`config.mk`:
```
export PLATFORM = sky130hd
export DESIGN_NAME = uart_tx_arbiter
export DESIGN_NICKNAME = d
export VERILOG_FILES = /design/src/rtl/uart_tx_arbiter.sv
export SDC_FILE = /design/constraint.sdc
export NUM_CORES = 1
export LEC_CHECK = 0
export BUFFER_PORTS_ARGS = -buffer_cell sky130_fd_sc_hd__buf_2
export CAP_MARGIN = 15
export CORE_MARGIN = 3
export CORE_UTILIZATION = 30
export DETAILED_ROUTE_END_ITERATION = 6
export PLACE_DENSITY_LB_ADDON = 0.2
export RECOVER_POWER = 100
export SYNTH_ARGS = -nofsm -noshare
export SYNTH_HDL_FRONTEND = slang
export SYNTH_SLANG_ARGS = --single-unit
```
`constraint.sdc`:
```
create_clock -name clock_i -period 3.2 [get_ports clock_i]
set_clock_uncertainty 0.1 [all_clocks]
set_input_delay 0.8 -clock clock_i [delete_from_list [all_inputs] [get_ports clock_i]]
set_output_delay 0.8 -clock clock_i [all_outputs]
set_load 0.05 [all_outputs]
```
`src/rtl/uart_tx_arbiter.sv`:
```
`default_nettype none
// ============================================================================
// Module      : uart_tx_arbiter
// Description : Round-robin scheduler sharing one UART transmitter among
//               NUM_REQ requesters. Owns the tx_start/tx_done handshake,
//               acknowledges the captured requester, and aborts a stalled
//               frame with a saturating watchdog.
// Revision    : 1.0 - initial release
// ============================================================================
module uart_tx_arbiter #(
  parameter int NUM_REQ    = 4,
  parameter int DATA_WIDTH = 8,
  parameter int TIMEOUT    = 65536
) (
  input  logic                          clock_i,
  input  logic                          reset_i,
  input  logic [NUM_REQ-1:0]            req_i,
  input  logic [NUM_REQ*DATA_WIDTH-1:0] req_data_i,
  output logic [NUM_REQ-1:0]            ack_o,
  output logic [$clog2(NUM_REQ)-1:0]    grant_id_o,
  output logic                          active_o,
  output logic                          tx_start_o,
  output logic [DATA_WIDTH-1:0]         tx_data_o,
  input  logic                          tx_busy_i,
  input  logic                          tx_done_i,
  output logic                          timeout_err_o
);

  localparam int GW  = $clog2(NUM_REQ);
  localparam int WDW = $clog2(TIMEOUT);

  // Grant pointer after reset: the scan then starts at requester 0.
  localparam logic [GW-1:0]  c_gid_rst = GW'(NUM_REQ - 1);
  // Last watchdog value tolerated before the frame is abandoned.
  localparam logic [WDW-1:0] c_wd_last = WDW'(TIMEOUT - 1);

  typedef enum logic [0:0] {
    S_IDLE = 1'b0,
    S_WAIT = 1'b1
  } state_t;

  state_t                 state_q, state_d;
  logic [NUM_REQ-1:0]     ack_q, ack_d;
  logic [GW-1:0]          grant_id_q, grant_id_d;
  logic                   active_q, active_d;
  logic                   tx_start_q, tx_start_d;
  logic [DATA_WIDTH-1:0]  tx_data_q, tx_data_d;
  logic                   timeout_err_q, timeout_err_d;
  logic [WDW-1:0]         wd_q, wd_d;

  logic [GW-1:0]          w_win_idx;
  logic                   w_win_found;
  logic                   w_done_valid;

  // Rotating-priority search: first asserted request after the last grant.
  always_comb begin
    w_win_found = 1'b0;
    w_win_idx   = grant_id_q;
    for (int off = 1; off <= NUM_REQ; off++) begin
      if (!w_win_found && req_i[(int'(grant_id_q) + off) % NUM_REQ]) begin
        w_win_found = 1'b1;
        w_win_idx   = GW'((int'(grant_id_q) + off) % NUM_REQ);
      end
    end
  end

  // A done pulse coinciding with our own start pulse belongs to an older
  // frame and must not terminate the one just launched.
  assign w_done_valid = tx_done_i && !tx_start_q;

  // Next-state and registered-output logic; pulses default low every cycle.
  always_comb begin
    state_d       = state_q;
    ack_d         = '0;
    tx_start_d    = 1'b0;
    tx_data_d     = tx_data_q;
    grant_id_d    = grant_id_q;
    active_d      = active_q;
    timeout_err_d = 1'b0;
    wd_d          = wd_q;

    case (state_q)
      S_IDLE: begin
        if ((|req_i) && !tx_busy_i && w_win_found) begin
          state_d          = S_WAIT;
          ack_d[w_win_idx] = 1'b1;
          tx_start_d       = 1'b1;
          tx_data_d        = req_data_i[w_win_idx*DATA_WIDTH +: DATA_WIDTH];
          grant_id_d       = w_win_idx;
          active_d         = 1'b1;
          wd_d             = '0;
        end
      end

      S_WAIT: begin
        wd_d = (wd_q == '1) ? wd_q : wd_q + 1'b1;
        // Completion has priority over the watchdog on the same cycle.
        if (w_done_valid) begin
          state_d  = S_IDLE;
          active_d = 1'b0;
        end else if (wd_q == c_wd_last) begin
          state_d       = S_IDLE;
          active_d      = 1'b0;
          timeout_err_d = 1'b1;
        end
      end

      default: begin
        state_d  = S_IDLE;
        active_d = 1'b0;
      end
    endcase
  end

  // State and output registers with asynchronous reset.
  always_ff @(posedge clock_i or posedge reset_i) begin
    if (reset_i) begin
      state_q       <= S_IDLE;
      ack_q         <= '0;
      grant_id_q    <= c_gid_rst;
      active_q      <= 1'b0;
      tx_start_q    <= 1'b0;
      tx_data_q     <= '0;
      timeout_err_q <= 1'b0;
      wd_q          <= '0;
    end else begin
      state_q       <= state_d;
      ack_q         <= ack_d;
      grant_id_q    <= grant_id_d;
      active_q      <= active_d;
      tx_start_q    <= tx_start_d;
      tx_data_q     <= tx_data_d;
      timeout_err_q <= timeout_err_d;
      wd_q          <= wd_d;
    end
  end

  assign ack_o         = ack_q;
  assign grant_id_o    = grant_id_q;
  assign active_o      = active_q;
  assign tx_start_o    = tx_start_q;
  assign tx_data_o     = tx_data_q;
  assign timeout_err_o = timeout_err_q;

endmodule
`default_nettype wire
```
Word level (Yosys, flattened, before mapping)
Index checks and enable logic that the tools add are counted.
{"block": "word_totals", "ff_bits": 34, "word_cells": 88, "input_bits": 40}
{"block": "classes", "muxes": 39, "n_reduce_logical": 20, "bitwise": 5, "n_eq_ne": 4, "shift": 1, "order_cmp": 6, "add_sub_neg": 5}
{"op": "16-bit two-way mux", "count": 2}
{"op": "16-bit one-hot mux with 2 select lines", "count": 1}
{"op": "32-bit by 6-bit indexed part select with 8-bit output", "count": 1}
{"op": "1-bit two-way mux", "count": 23}
{"op": "16-bit by 1-bit adder with 16-bit output (second input constant)", "count": 1}
{"op": "16-bit equality test (second input constant)", "count": 1}
{"op": "3-bit by 4-bit < comparator with 1-bit output (second input constant)", "count": 4}
{"op": "1-bit binary-select mux with 2-bit select", "count": 4}
{"op": "2-bit two-way mux", "count": 4}
{"op": "4-bit two-way mux", "count": 2}
{"op": "2-bit OR reduction", "count": 4}
{"op": "1-bit logical AND", "count": 7}
{"op": "2-bit AND reduction", "count": 3}
{"op": "1-bit logical NOT", "count": 5}
{"op": "2-bit by 1-bit adder with 2-bit output (second input constant)", "count": 2}
{"op": "2-bit adder (second input constant)", "count": 2}
{"op": "1-bit bitwise AND (first input constant)", "count": 4}
{"op": "2-bit != test (second input constant)", "count": 2}
{"op": "1-bit one-hot mux with 2 select lines", "count": 2}
{"op": "4-bit OR reduction", "count": 1}
{"op": "2-bit by 3-bit < comparator with 1-bit output (second input constant)", "count": 1}
{"op": "3-bit by 1-bit != test with 1-bit output (second input constant)", "count": 1}
{"op": "1-bit demux with 2-bit select", "count": 1}
{"op": "2-bit by 1-bit >= comparator with 1-bit output (second input constant)", "count": 1}
{"op": "1-bit inverter", "count": 1}

Depth between registers and ports, before layout
{"block": "logic_depth", "ltp_word": 22, "mapped_depth": 8, "ltp_nobuf": 6}

Worst setup path before layout
No wires, ideal clock.
{"block": "synth_path", "path_type": "register -> register", "start": "reg wd_q[0]", "end": "reg wd_q[4]", "setup_slack_ns": 0.959, "stages_incl_launch_ff": 9, "arrival_time_ns": 2.017, "path_buffers": 2, "setup_time_ns": 0.124, "path_cell_list": "dfrtp_1 > ha_1 > nand3_1 > or4_4 > buf_6 > o21a_4 > buf_6 > and3_1 > a211o_1"}
{"block": "synth_between", "elab_chain_len": 3}
{"item": "from (decl)", "line": "49", "source": "logic [WDW-1:0] wd_q, wd_d;"}
{"item": "from (signal assigned)", "line": "134", "source": "wd_q <= wd_d;"}
{"item": "16-bit by 1-bit adder with 16-bit output / 16-bit equality test (equally long branches)", "line": "96", "source": "wd_d = (wd_q == '1) ? wd_q : wd_q + 1'b1;"}
{"item": "16-bit two-way mux / 2-bit != test (equally long branches)"}
{"item": "16-bit one-hot mux with 2 select lines / 2-bit AND reduction (equally long branches)"}
Parallel ways exist; a longest one is shown, timed or not. The select of a mux whose other input is x is not followed.
A chain may end at the register's enable or synchronous reset.

Final worst setup path
{"block": "layout_path", "start": "reg wd_q[0]", "end": "reg wd_q[2]"}
The elaborated chain is that of the path after synthesis.

==> load_flow_metrics.sql <==
INSERT INTO impl_metrics (metric_group, metric, value, unit) VALUES
('outcome', 'status', 'complete, no violations', ''),
('floorplanning', 'effective_utilization_at_floorplan', '0.312', ''),
('floorplanning', 'die_y', '84.7', 'um'),
('global_routing', 'globalRouteOverflowTotal', '0', ''),
('worst_setup_path', 'worstPathArrival', '2.72', 'ns'),
('worst_setup_path', 'reg2reg_depth', '6', ''),
('job', 'cap_violations', '0', ''),
('power', 'static_leak', '1.12', 'nW'),
('clock_network', 'post_cts.resized_instances', '0', ''),
('synth', 'synth-warning-count', '0', ''),
('power', 'vdd_ir_drop_max', '0.432', 'mV'),
('worst_setup_path', 'source_of_the_critical_timing_path', 'wd_q[0]', ''),
('clock_network', 'clock_tree_from_tritoncts', 'built', ''),
('routing', 'num_vias', '1563', ''),
('sta', 'report.final.hold_viol_count', '0', ''),
('routing', 'drt-initial-drc-count', '94', ''),
('place', 'gp_congestion', '0.759', ''),
('synth', 'synth-main-ff-cell', 'dfrtp_1', ''),
('clock_network', 'cts_hold_buf', '0', ''),
('worst_setup_path', 'start_kind', 'flop', ''),
('power', 'power.combinational.fraction', '0.432', ''),
('routing', 'average_wire_per_cell_in_the_routed_design', '13.3', 'um'),
('floorplanning', 'placement_rows', '28', ''),
('routing', 'ant_nets', '0', ''),
('floorplanning', 'die_w', '84.7', 'um'),
('clock_network', 'path_clk_slew', '0.08', 'ns'),
('power', 'p_int', '0.00100', 'W'),
('power', 'switchingPower', '0.000823', 'W'),
('sta', 'fin_crit', '2.65', 'ns'),
('sta', 'min_period_over_period', '0.828', ''),
('worst_setup_path', 'worst-path-max-fanout', '8', ''),
('worst_setup_path', 'timing.critical_path.required', '3.28', 'ns'),
('layout', 'final_layout_size_suffix_gt1_frac', '0.268', ''),
('floorplanning', 'core-area', '5960', 'sq um'),
('layout', 'area_delta_synth_final', '22.7', '%'),
('place', 'dp_hpwl', '3140', 'um'),
('place', 'numPortBuffers', '56', ''),
('power', 'pwr-share-seq', '0.348', ''),
('routing', 'totalWireLength', '4270', 'um'),
('layout', 'final_common_cell', 'buf_2', ''),
('routing', 'post-route-drc-count', '0', ''),
('floorplanning', 'die_area', '7180', 'sq um'),
('sta', 'fin_tns_setup', '0', 'ns'),
('synth', 'synth-seq-cells', '34', ''),
('power', 'clkPwrFrac', '0.220', ''),
('worst_setup_path', 'reg2reg_setup_slack', '0.55', 'ns'),
('worst_setup_path', 'reg2reg_to', 'wd_q[2]', ''),
('floorplanning', 'num_io_pins', '57', ''),
('worst_setup_path', 'critical_path.reg2reg.startpoint', 'wd_q[0]', ''),
('global_routing', 'first_global_vias', '1544', ''),
('synth', 'syn_area', '1860', 'sq um'),
('power', 'sw_frac_of_total', '0.451', ''),
('sta', 'rsz_0062_raised_after_global_routing', 'false', ''),
('layout', 'most-common-layout-cells', 'buf_2, dfrtp_1, nand2_1', ''),
('worst_setup_path', 'critPathCaptureType', 'flop', ''),
('sta', 'worst_slew_pin_slew', '1.32', 'ns'),
('routing', 'drt-vias-per-instance', '4.87', ''),
('synth', 'mappedNetlistNets', '229', ''),
('global_routing', 'grt_pass1_wl', '7590', 'um'),
('clock_network', 'ctsLongestPathBuffers', '2', ''),
('clock_network', 'worstSkewPairLatency', '0.29', 'ns'),
('layout', 'nets', '286', ''),
('sta', 'report.final.setup_viol', '0', ''),
('sta', 'fmax', '378', 'MHz'),
('sta', 'drv_slew', '0', ''),
('sta', 'worst_hold_slack', '0.379', 'ns'),
('global_routing', 'grt_max_degree', '25', ''),
('synth', 'synthTopCellsByArea', 'dfrtp_1, mux2i_1, nand2_1', ''),
('synth', 'syn_area_per_cell', '9.89', 'sq um'),
('sta', 'worst_slew_margin_rel', '0.122', ''),
('synth', 'synthCells', '188', '');
[Yosys cell counts (2+ instances only)]
library cell	count
a211o_1	2
a21o_1	4
a21oi_1	4
a221o_2	4
a22o_2	3
a22oi_1	2
and3_1	5
and3_2	5
buf_6	2
clkbuf_1	4
dfrtp_1	32
dfstp_2	2
inv_1	7
mux2i_1	20
nand2_1	21
nand2b_1	2
nand3_1	12
nor2_1	14
nor2b_1	2
nor3_1	4
o21ai_0	9
o221ai_1	9
or3_1	2
or3_2	2
xnor2_1	2
[cells by family (layout without fill, tap and decap cells)]
family,after synthesis,after routing,share of synthesized area
AO/OA/AOI/OAI,42,42,0.176
XOR/XNOR,3,3,0.0141
adder cells (fa/ha/maj),1,1,0.00673
buffers and inverters,15,73,0.0390
flip-flops,34,34,0.459
multiplexers,20,20,0.108
AND/OR/NAND/NOR,73,73,0.198
[worst max-delay path, stage by stage (launching register included)]
cell and delay [ns]:
dfrtp_1 0.41, ha_1 0.27, nand3_1 0.09, or4_1 0.62, o21ai_1 0.65, mux2i_1 0.16
a22o_2 0.23
[power groups by stage]
stage	Clock, W	Sequential [W]	Combinational, W
finish	0.000400	0.000635	0.000787
global route	0.000437	0.000654	0.000866
CTS	0.000414	0.000633	0.000830
detailed placement	0	0.000637	0.000828
global placement	0	0.000640	0.000827
floorplan	0	0.000889	0.000374
[metal layers]
metal  up-vias  part of all wire  routed length, um  global-route usage
met4         0            0.0068                 29              0.0360
met2        29              0.47               2010               0.201
met3         2             0.034                145              0.0373
met1       731              0.49               2080               0.182
met5         -                 0                  0                   0
li1        801                 -                  -                   -
[state kept, by name (all words and copies together) (netlist names)]
register,flops
ack_o,4
active_o,1
tx_data_o,8
wd_q,16
tx_start_o,1
grant_id_o,2
state_q,1
timeout_err_o,1
[how the worst min path moves through the flow]
stage / startpoint / end / slack (ns) / depth (start not counted)
floorplan: wd_q[9] / wd_q[9] / 0.40 / 1
global placement: tx_data_o[5] / tx_data_o[5] / 0.37 / 2
detailed placement: active_o / active_o / 0.36 / 1
CTS: active_o / active_o / 0.38 / 1
global route: reset_i / ack_o[1] / 0.41 / 2
finish: active_o / active_o / 0.38 / 1
[through the flow]
step | power [W] | util | setup slack (ns) | instances | area, sq um
finish | 0.00182 | 0.383 | 0.551 | 321 | 2280
global route | 0.00196 | 0.383 | 0.304 | 321 | 2280
CTS | 0.00188 | 0.390 | 0.749 | 321 | 2320
detailed placement | 0.00147 | 0.371 | 0.567 | 313 | 2210
global placement | 0.00147 | 0.371 | 0.618 | 313 | 2210
floorplan | 0.00126 | - | 0.959 | 188 | 1860
[area by class of cell]
class / count / area, sq um / share of cell area
clock buffers: 5 / 68.8 / 0.0302
clock inverters: 3 / 45.0 / 0.0197
inverters: 7 / 26.3 / 0.0115
multi-input cells: 139 / 925 / 0.405
flip-flops and latches: 34 / 853 / 0.374
well taps: 75 / 93.8 / 0.0411
repair buffers: 58 / 269 / 0.118
Note: power is estimated with default switching activity, not from simulation.
